[src/rtl/div_ctrl.sv]
// Multi-cycle radix-2 restoring divider sequencer for DIV/DIVU; returns {rem, quot}.
// Optional DIV_EARLY_OUT_EN: skip the shift loop when |a| < |b| (quot=0, rem=a).
module div_ctrl #(
   parameter int DATA_W = 32
) (
   input  logic                  clk,
   input  logic                  resetn,
   input  logic                  div_start,
   input  logic                  div_signed,
   input  logic                  annul,
   input  logic [DATA_W-1:0]     opdata_a,
   input  logic [DATA_W-1:0]     opdata_b,
   output logic [2*DATA_W-1:0]   result,
   output logic                  ready,
   output logic                  stall_req
);

   localparam int CNT_W = $clog2(DATA_W) + 1;

   typedef enum logic [1:0] {
      S_IDLE,
      S_DIVZERO,
      S_BUSY,
      S_DONE
   } state_t;

   state_t              r_state;
   state_t              w_next;
   logic [CNT_W-1:0]    r_cnt;
   logic [DATA_W-1:0]   r_rem;
   logic [DATA_W-1:0]   r_quo;
   logic [DATA_W-1:0]   r_b;
   logic                r_neg_q;
   logic                r_neg_r;
   logic [2*DATA_W-1:0] r_result;
   logic                r_ready;

   logic [DATA_W-1:0]   w_abs_a;
   logic [DATA_W-1:0]   w_abs_b;
   logic                w_b_zero;
   logic                w_early;
   logic [DATA_W:0]     w_rem_sh;
   logic                w_ge;
   logic [DATA_W-1:0]   w_rem_sub;
   logic                w_last;
   logic [DATA_W-1:0]   w_quo_fix;
   logic [DATA_W-1:0]   w_rem_fix;

   assign w_abs_a  = (div_signed && opdata_a[DATA_W-1]) ? -opdata_a : opdata_a;
   assign w_abs_b  = (div_signed && opdata_b[DATA_W-1]) ? -opdata_b : opdata_b;
   assign w_b_zero = (opdata_b == '0);

`ifdef DIV_EARLY_OUT_EN
   assign w_early  = ~w_b_zero & (w_abs_a < w_abs_b);
`else
   assign w_early  = 1'b0;
`endif

   // Partial remainder is one bit wider than the divisor so the compare never truncates;
   // the difference is always < |b|, so its low DATA_W bits are exact.
   assign w_rem_sh  = {r_rem, r_quo[DATA_W-1]};
   assign w_ge      = (w_rem_sh >= {1'b0, r_b});
   assign w_rem_sub = w_rem_sh[DATA_W-1:0] - r_b;
   assign w_last    = (r_cnt == CNT_W'(DATA_W - 1));

   assign w_quo_fix = r_neg_q ? -r_quo : r_quo;
   assign w_rem_fix = r_neg_r ? -r_rem : r_rem;

   assign result    = r_result;
   assign ready     = r_ready;
   assign stall_req = div_start & ~r_ready & ~annul;

   // NOTE: state registers use non-blocking assignments so every flop samples pre-edge values.
   always_ff @(posedge clk or negedge resetn) begin
      if (!resetn) r_state <= S_IDLE;
      else         r_state <= w_next;
   end

   // NOTE: w_next gets its default before any branch, so no path leaves it unassigned (no latch).
   always_comb begin
      w_next = r_state;
      if (annul) begin
         w_next = S_IDLE;
      end else begin
         case (r_state)
            S_IDLE: begin
               if (div_start) begin
                  if (w_b_zero)     w_next = S_DIVZERO;
                  else if (w_early) w_next = S_DONE;
                  else              w_next = S_BUSY;
               end
            end
            S_DIVZERO: w_next = S_DONE;
            S_BUSY:    if (w_last) w_next = S_DONE;
            S_DONE:    if (r_ready && !div_start) w_next = S_IDLE;
            default:   w_next = S_IDLE;
         endcase
      end
   end

   // NOTE: operand and result registers are reset so result reads 0 immediately after resetn falls.
   always_ff @(posedge clk or negedge resetn) begin
      if (!resetn) begin
         r_cnt    <= '0;
         r_rem    <= '0;
         r_quo    <= '0;
         r_b      <= '0;
         r_neg_q  <= 1'b0;
         r_neg_r  <= 1'b0;
         r_result <= '0;
         r_ready  <= 1'b0;
      end else if (annul) begin
         r_ready  <= 1'b0;
      end else begin
         case (r_state)
            S_IDLE: begin
               r_ready <= 1'b0;
               if (div_start) begin
                  r_b     <= w_abs_b;
                  r_neg_q <= div_signed & (opdata_a[DATA_W-1] ^ opdata_b[DATA_W-1]);
                  r_neg_r <= div_signed & opdata_a[DATA_W-1];
                  r_cnt   <= '0;
                  if (w_early) begin
                     r_rem <= w_abs_a;
                     r_quo <= '0;
                  end else begin
                     r_rem <= '0;
                     r_quo <= w_abs_a;
                  end
               end
            end
            S_DIVZERO: begin
               // Zeroed quotient/remainder make the DONE sign correction yield 0 as well.
               r_result <= '0;
               r_rem    <= '0;
               r_quo    <= '0;
            end
            S_BUSY: begin
               r_rem <= w_ge ? w_rem_sub : w_rem_sh[DATA_W-1:0];
               r_quo <= {r_quo[DATA_W-2:0], w_ge};
               r_cnt <= r_cnt + CNT_W'(1);
            end
            S_DONE: begin
               if (!r_ready) begin
                  r_result <= {w_rem_fix, w_quo_fix};
                  r_ready  <= 1'b1;
               end else if (!div_start) begin
                  r_ready  <= 1'b0;
               end
            end
            default: r_ready <= 1'b0;
         endcase
      end
   end

endmodule

[config.mk]
export PLATFORM = sky130hd
export DESIGN_NAME = div_ctrl
export DESIGN_NICKNAME = d
export VERILOG_FILES = /design/src/rtl/div_ctrl.sv
export SDC_FILE = /design/constraint.sdc
export NUM_CORES = 1
export LEC_CHECK = 0
export BUFFER_PORTS_ARGS = -buffer_cell sky130_fd_sc_hd__buf_2
export CAP_MARGIN = 40
export CORE_AREA = 2 2 97 192
export CTS_BUF_LIST = sky130_fd_sc_hd__clkbuf_2
export CTS_CLUSTER_SIZE = 40
export DETAILED_ROUTE_END_ITERATION = 8
export DIE_AREA = 0 0 99 194
export HOLD_SLACK_MARGIN = 0.02
export PLACE_DENSITY_LB_ADDON = 0.15
export SLEW_MARGIN = 20
export SYNTH_ARGS = -nofsm -noshare
export SYNTH_HDL_FRONTEND = slang
export SYNTH_SLANG_ARGS = --single-unit
[constraint.sdc]
create_clock -name clk -period 6.44 [get_ports clk]
set_input_delay 0.644 -clock clk [delete_from_list [all_inputs] [get_ports clk]]
set_output_delay 0.644 -clock clk [all_outputs]
set_load 0.02 [all_outputs]
==> qor.txt, run 1 <==
M1 wire length -> 10800 um
number of hold-slack violations in the final timing report -> 0
post-CTS setup buffers -> 0
cell with the most instances after synthesis -> sky130_fd_sc_hd__nand2_1
Leakage Power -> 5.74 nW
filler instances -> 1533
Synth Instances -> 1368
synthesis warning total -> 0
worst clock skew -> 39.3 ps
fraction of synthesis flops using an asynchronous set or reset pin -> 100%
Worst Path Max Fanout -> 15
CP arrival -> 4520 ps
average detailed-routed wire length per instance -> 18.7 um
type of destination of the critical path -> flop
amount of wire on met3 after detailed routing -> 1560 um
max cap viols -> 0
last weighted congestion value of the routability-driven placer -> 1.03
Tightest Hold Check Type -> in -> reg
number of gates resized after CTS -> 0
Max stage delay cell, worst path -> sky130_fd_sc_hd__or2_1
clock network latency to the later pin of the worst-skew pair -> 790 ps
wire length of the first global-routing pass -> 51200 um
number of antenna violations at the first check in global routing -> 1
Fmax achieved -> 0.260 GHz
Top-Level Pins -> 135
top flip-flop cell by instance count after synthesis -> sky130_fd_sc_hd__dfrtp_1
cell chain of the critical path -> ha_1 > nand2_1 > nor2_1 > nand4_1 > or4_4 > o221ai_4 > or2_1 > buf_4 > a21oi_1 > a22o_1
total routing usage reported by global routing -> 33.2%
RSZ-0062 raised after global routing -> false
floorplan die width -> 99 um
Post-synth EDFFs -> 0
Worst Tran Pin Value -> 791 ps
post-synthesis net count -> 1480
number of storage elements in the synthesis netlist -> 171
biggest area contributors in the synthesized netlist -> sky130_fd_sc_hd__dfrtp_1 (37%), sky130_fd_sc_hd__nand2_1 (7.5%), sky130_fd_sc_hd__o21ai_0 (7.0%), sky130_fd_sc_hd__xnor2_1 (5.7%), sky130_fd_sc_hd__xor2_1 (5.3%)
class of the most critical setup path -> reg -> reg
via count -> 10500
half-perimeter wire length after placement -> 24300 um
synthesis-to-layout area growth -> 9.42%
library cell with the largest summed area after synthesis -> sky130_fd_sc_hd__dfrtp_1
commonest cells in the synthesized netlist -> sky130_fd_sc_hd__nand2_1 (230), sky130_fd_sc_hd__dfrtp_1 (171), sky130_fd_sc_hd__o21ai_0 (160)
die outline area -> 19200 um2
aggregate negative setup slack -> 0 ps
area taken by multi-input logic gates -> 6650 um2
H-tree levels -> 4
maximum number of pins on one net before global-route repair -> 80
number of rows in the core area -> 69
maximum vdd ir drop -> 0.338 mV
core area -> 17700 um2
sequential element share of the synthesized area -> 37.3%
length of routed met2 wiring -> 17200 um
quantity of I/O buffers inserted on ports -> 134
Initial DRC Count -> 546
sequential cell area -> 4280 um2
vias in the first global route -> 10600
total number of clock tree sinks -> 171
worst path buffer plus inverter count -> 1
final setup violation count -> 0
cell class contributing the biggest share of worst-path delay -> simple AND/OR/NAND/NOR gates
highest metal layer with signal wires -> met4
GRT overflow -> 0
Core Util, Final -> 71.0%
area share of the largest cell type after synthesis -> 37.3%
number of nets still failing antenna checks after routing -> 0
number of distinct library cells after synthesis -> 74
ratio of final minimum period to clock period -> 59.8%
clock period minus worst slack -> 3850 ps
status -> completed
Critical Path Start Type -> flop
post-detailed-routing wire length -> 31600 um
normalized max-slew margin -> 47.3%
average cell area after synthesis -> 8.39 um2
worst path required time -> 7120 ps
power density cells -> 570 nW/um2
Max Buffers Root-to-Sink -> 2
clock-pin slew reported for the worst setup and hold paths after clock tree synthesis -> 250 ps
TritonCTS clock tree -> done
detailed-route vias per instance -> 6.20
Die Span Y -> 194 um
Starting Density -> 64.9%
NumNets Final -> 1578
largest stage delay on the critical path -> 670 ps
Post-route DRC -> 0
proportion of layout cells with a drive suffix above 1 -> 14.1%
Slew Limit Fails -> 0
DR pass1 iterations -> 4
number of clock buffers inserted by TritonCTS -> 17
Root Buffer Master -> sky130_fd_sc_hd__clkbuf_2
Synth Cell Area -> 11500 um2
tightest hold or removal path, stage by stage:
cell and delay, ps:
sky130_fd_sc_hd__buf_2 110, sky130_fd_sc_hd__inv_1 70, sky130_fd_sc_hd__o21ai_0 80
state kept, by name (all words and copies together), names as in the netlist, 2 cells and up:
signal,cells
r_rem,32
r_state,2
r_cnt,6
r_quo,32
r_b,32
result,64
power by group:
group | total, mW | switching [mW] | internal, mW | leakage, nW
clock | 0.613 | 0.398 | 0.215 | 0.144
combinational | 4.60 | 2.87 | 1.72 | 3.33
sequential | 1.95 | 0.476 | 1.48 | 2.27
layer usage:
| metal | vias up | global-route usage, % |
|---|---|---|
| met5 | - | 0 |
| met4 | 0 | 21.5 |
| met3 | 132 | 4.36 |
| met2 | 375 | 61.2 |
| met1 | 4951 | 34.2 |
| li1 | 5035 | - |
through the flow:
step	hold WS, ps	std cells	total power, mW	worst slack, ps	instance area [um2]
5_1_grt	105	1693	7.73	2340	12600
6_report	121	1693	7.16	2590	12600
2_1_floorplan	348	1368	5.28	3590	11500
3_5_place_dp	464	1658	6.50	2640	12300
4_1_cts	85.1	1691	7.12	2580	12500
3_3_place_gp	455	1654	6.39	2730	12200
path summary, 6_finish.rpt:
kind	cells after the start	end	start	slack [ps]
max	10	r_rem[0]$_DFFE_PN0P_	r_rem[10]$_DFFE_PN0P_	2590
max reg2reg	10	r_rem[0]$_DFFE_PN0P_	r_rem[10]$_DFFE_PN0P_	2590
min reg2reg	2	result[57]$_DFFE_PN0P_	result[57]$_DFFE_PN0P_	510
min in group asynchronous	2	result[26]$_DFFE_PN0P_	resetn	250
min	3	r_b[0]$_DFFE_PN0P_	opdata_b[0]	120
max in group asynchronous	4	result[54]$_DFFE_PN0P_	resetn	5250
cell families after synthesis:
| kind of cell | Yosys count | share of synthesized area (%) |
|---|---|---|
| flip-flops | 171 | 37.3 |
| multiplexers | 21 | 1.83 |
| adder cells (fa/ha/maj) | 43 | 4.75 |
| AO/OA/AOI/OAI | 417 | 22.3 |
| AND/OR/NAND/NOR | 433 | 17.9 |
| buffers and inverters | 138 | 4.84 |
| XOR/XNOR | 145 | 11.1 |
layout by cell type (no fill, tap or decap), types with 5 or more instances in the layout:
cell | netlist | layout
sky130_fd_sc_hd__a21o_1 | 9 | 8
sky130_fd_sc_hd__a21oi_1 | 70 | 70
sky130_fd_sc_hd__a22oi_1 | 26 | 26
sky130_fd_sc_hd__a31oi_1 | 10 | 10
sky130_fd_sc_hd__and2_1 | 9 | 8
sky130_fd_sc_hd__buf_2 | 5 | 134
sky130_fd_sc_hd__buf_4 | 0 | 12
sky130_fd_sc_hd__clkbuf_2 | 0 | 17
sky130_fd_sc_hd__dfrtp_1 | 171 | 171
sky130_fd_sc_hd__ha_1 | 42 | 42
sky130_fd_sc_hd__inv_1 | 66 | 66
sky130_fd_sc_hd__mux2i_1 | 21 | 21
sky130_fd_sc_hd__nand2_1 | 230 | 230
sky130_fd_sc_hd__nand2b_1 | 5 | 5
sky130_fd_sc_hd__nand3_1 | 22 | 22
sky130_fd_sc_hd__nand4_1 | 15 | 15
sky130_fd_sc_hd__nor2_1 | 59 | 59
sky130_fd_sc_hd__nor2b_1 | 6 | 6
sky130_fd_sc_hd__nor3_1 | 21 | 21
sky130_fd_sc_hd__nor4_1 | 7 | 7
sky130_fd_sc_hd__o211ai_1 | 6 | 6
sky130_fd_sc_hd__o21ai_0 | 160 | 160
sky130_fd_sc_hd__o21ai_1 | 37 | 37
sky130_fd_sc_hd__o21bai_1 | 8 | 8
sky130_fd_sc_hd__o31ai_1 | 23 | 23
sky130_fd_sc_hd__o41ai_1 | 15 | 15
sky130_fd_sc_hd__or3_1 | 14 | 14
sky130_fd_sc_hd__or4_1 | 12 | 12
sky130_fd_sc_hd__xnor2_1 | 75 | 75
sky130_fd_sc_hd__xor2_1 | 70 | 70
what timing repair did:
action                                 4_1_cts  5_1_grt
endpoints found under the hold margin       26        0
setup endpoints to repair                    0        0
hold buffers                                 1        0
layout make-up:
| cell class | count | share of cell area (%) |
|---|---|---|
| tap | 213 | 2.12 |
| antenna | 1 | 0.0199 |
| inverter | 66 | 1.97 |
| clock inverter | 15 | 1.38 |
| multi-input combinational | 1059 | 52.9 |
| sequential | 171 | 34.1 |
| timing repair buffer | 151 | 6.82 |
| clock buffer | 17 | 0.677 |
No activity file was read; power rests on OpenSTA's default activity.
==> run 2, diff against run 1 <==
CORE_AREA = 2 2 101 200   (was 2 2 97 192)
DIE_AREA = 0 0 103 202   (was 0 0 99 194)
clock period = 3.75 ns   (was 6.44 ns; I/O delays follow)
==> qor.txt, run 2 (synthesized netlist as in run 1, its figures left out) <==
Starting Density -> 59.6% (-5.3 points)
GRT overflow -> 0 (unchanged)
total number of clock tree sinks -> 171 (unchanged)
TritonCTS clock tree -> done
type of destination of the critical path -> flop
Hold Slack -> 108 ps (-13.1 ps)
power density cells -> 935 nW/um2 (+64%)
Slew Limit Fails -> 0 (unchanged)
busiest grt layer -> met2
Clk pwr share -> 9.5% (+0.9 points)
most frequent standard cell in the layout excluding fill and tap cells -> sky130_fd_sc_hd__nand2_1
maximum number of pins on one net before global-route repair -> 92 (+15%)
Root Buffer Master -> sky130_fd_sc_hd__clkbuf_2
capturing point of the worst reg2reg path -> r_rem[11]$_DFFE_PN0P_
Critical Path Start Type -> flop
number of nets still failing antenna checks after routing -> 0 (unchanged)
total routing usage reported by global routing -> 33.5% (+0.28 points)
final setup violation count -> 0 (unchanged)
class of the most critical setup path -> reg -> reg
wire length of the first global-routing pass -> 54300 um (+6.2%)
Leakage Power -> 6.19 nW (+7.8%)
max cap viols -> 0 (unchanged)
normalized max-slew margin -> 47.9% (+0.69 points)
worst path required time -> 4480 ps (-2640 ps)
clock network latency to the later pin of the worst-skew pair -> 850 ps (+60 ps)
Core Util, Final -> 70.6% (-0.35 points)
Worst Reg2Reg Path Length in Cells -> 10 (unchanged)
Net Switching -> 6.54 mW (+74%)
worst clock skew -> 23.7 ps (-15.6 ps)
H-tree levels -> 4 (unchanged)
start point of the critical path -> r_rem[15]$_DFFE_PN0P_
GR met1 Demand/Resource -> 34.1% (-0.12 points)
average detailed-routed wire length per instance -> 18.5 um (-1.1%)
detailed-route vias per instance -> 5.98 (-3.6%)
half-perimeter wire length after placement -> 24900 um (+2.2%)
quantity of I/O buffers inserted on ports -> 134 (unchanged)
Worst Tran Pin Value -> 779 ps (-12.2 ps)
number of antenna violations at the first check in global routing -> 1 (unchanged)
Worst Path Max Fanout -> 15 (unchanged)
clock-pin slew reported for the worst setup and hold paths after clock tree synthesis -> 260 ps (about the same)
floorplan die width -> 103 um (+4.0%)
ratio of final minimum period to clock period -> 94.3% (+35 points)
Die Span Y -> 202 um (+4.1%)
routing usage on met3 -> 4.74% (+0.38 points)
post-detailed-routing wire length -> 33800 um (+7.0%)
NumNets Final -> 1672 (+6.0%)
die outline area -> 20800 um2 (+8.3%)
clock period minus worst slack -> 3540 ps (-313 ps)
vias in the first global route -> 11300 (+6.5%)
worst setup slack for register-to-register paths -> 210 ps (-2380 ps)
Top-Level Pins -> 135 (unchanged)
number of clock buffers inserted by TritonCTS -> 17 (unchanged)
max reg flops -> 64 (unchanged)
last weighted congestion value of the routability-driven placer -> 0.959 (-7.3%)
most frequent cells in the layout -> sky130_fd_sc_hd__nand2_1 (230), sky130_fd_sc_hd__dfrtp_1 (171), sky130_fd_sc_hd__o21ai_0 (160)
synthesis-to-layout area growth -> 18.6%
maximum vdd ir drop -> 0.458 mV (+36%)
Post-route DRC -> 0 (unchanged)
endpoint of the worst setup timing path -> r_rem[11]$_DFFE_PN0P_
internal power -> 6.19 mW (+81%)
total chip power -> 12.7 mW (+78%)
status -> completed
Max Buffers Root-to-Sink -> 2 (unchanged)
DR pass1 iterations -> 8 (+4)
CP arrival -> 4270 ps (-250 ps)
global-route track usage on met2 -> 61.9% (+0.69 points)
via count -> 11000 (+4.4%)
RSZ-0062 raised after global routing -> false
startpoint of the lowest-slack register-to-register path -> r_rem[15]$_DFFE_PN0P_
Initial DRC Count -> 603 (+10%)
Comb power frac -> 63.8% (-0.4 points)
Fmax achieved -> 0.283 GHz (+8.9%)
proportion of layout cells with a drive suffix above 1 -> 14.0% (about the same)
post-CTS setup buffers -> 0 (unchanged)
number of hold-slack violations in the final timing report -> 0 (unchanged)
startpoint of the worst hold path -> div_start
aggregate negative setup slack -> 0 ps (unchanged)
number of rows in the core area -> 72 (+4.3%)
Tightest Hold Check Type -> in -> reg
net switching share of the total power -> 51.4% (-0.97 points)
Reg power frac -> 26.6% (-0.7 points)
core area -> 19300 um2 (+8.9%)
## run 2: cell count changes in the layout (fill, tap and decap cells not counted), moves of 2 or more
cell and delta:
sky130_fd_sc_hd__bufinv_16 +2, sky130_fd_sc_hd__clkinv_4 -3, sky130_fd_sc_hd__clkinv_2 -2, sky130_fd_sc_hd__dlygate4sd3_1 +81, sky130_fd_sc_hd__buf_12 +3, sky130_fd_sc_hd__buf_8 +2
sky130_fd_sc_hd__buf_4 +10
## run 2: worst min-delay path by stage
stage                              to  slack (ps)  depth (start not counted)
2_1_floorplan      r_b[0]$_DFFE_PN0P_          80                          0
3_3_place_gp   result[12]$_DFFE_PN0P_         460                          2
3_5_place_dp   result[13]$_DFFE_PN0P_         470                          2
4_1_cts         r_quo[31]$_DFFE_PN0P_          50                          4
5_1_grt         r_quo[31]$_DFFE_PN0P_         110                          4
6_report        r_quo[19]$_DFFE_PN0P_         110                          6
## run 2: layout make-up
type                            instances  area, um2
Clock buffer                           18       90.1
Antenna cell                            1       2.50
Inverter                               66        248
Timing Repair Buffer                  245       1800
Clock inverter                         14        218
Fill cell                            1607       5660
Multi-Input combinational cell       1059       6660
Sequential cell                       171       4280
Tap cell                              259        324
## run 2: metal layers
layer  vias up  share of wire [%]
met5         -                  0
met4         0                6.1
met3       133                4.3
met2       398                 55
met1      5206                 34
li1       5219                  -
## run 2: power by group through the flow
stage / registers (mW) / logic (mW) / clock network (mW)
2_1_floorplan: 3.41 / 5.65 / 0
3_3_place_gp: 3.38 / 7.75 / 0
3_5_place_dp: 3.41 / 7.91 / 0
4_1_cts: 3.36 / 8.01 / 1.22
5_1_grt: 3.48 / 8.89 / 1.29
6_report: 3.39 / 8.13 / 1.22
## run 2: metrics by stage
step	instances	instance area [um2]	worst slack (ps)
after CTS	1830	13600	269
after global routing	1833	13600	86.6
after detailed placement	1717	12500	325
after global placement	1714	12400	367
final	1833	13600	215
after floorplan	1368	11500	905
## run 2: what timing repair did
item	CTS	global route
endpoints found under the hold margin	158	13
hold buffers	81	1
gates resized for setup	0	1
endpoints found under the setup margin	0	1
## run 2: worst max-delay path: stages, from the launching register on
cell,delay (ps)
sky130_fd_sc_hd__dfrtp_1,520
sky130_fd_sc_hd__ha_1,480
sky130_fd_sc_hd__nand2_2,90
sky130_fd_sc_hd__nor3_2,230
sky130_fd_sc_hd__nand4_1,230
sky130_fd_sc_hd__or4_4,600
sky130_fd_sc_hd__o221ai_4,290
sky130_fd_sc_hd__or2_1,340
sky130_fd_sc_hd__buf_4,330
sky130_fd_sc_hd__mux2i_1,220
sky130_fd_sc_hd__o21ai_1,90
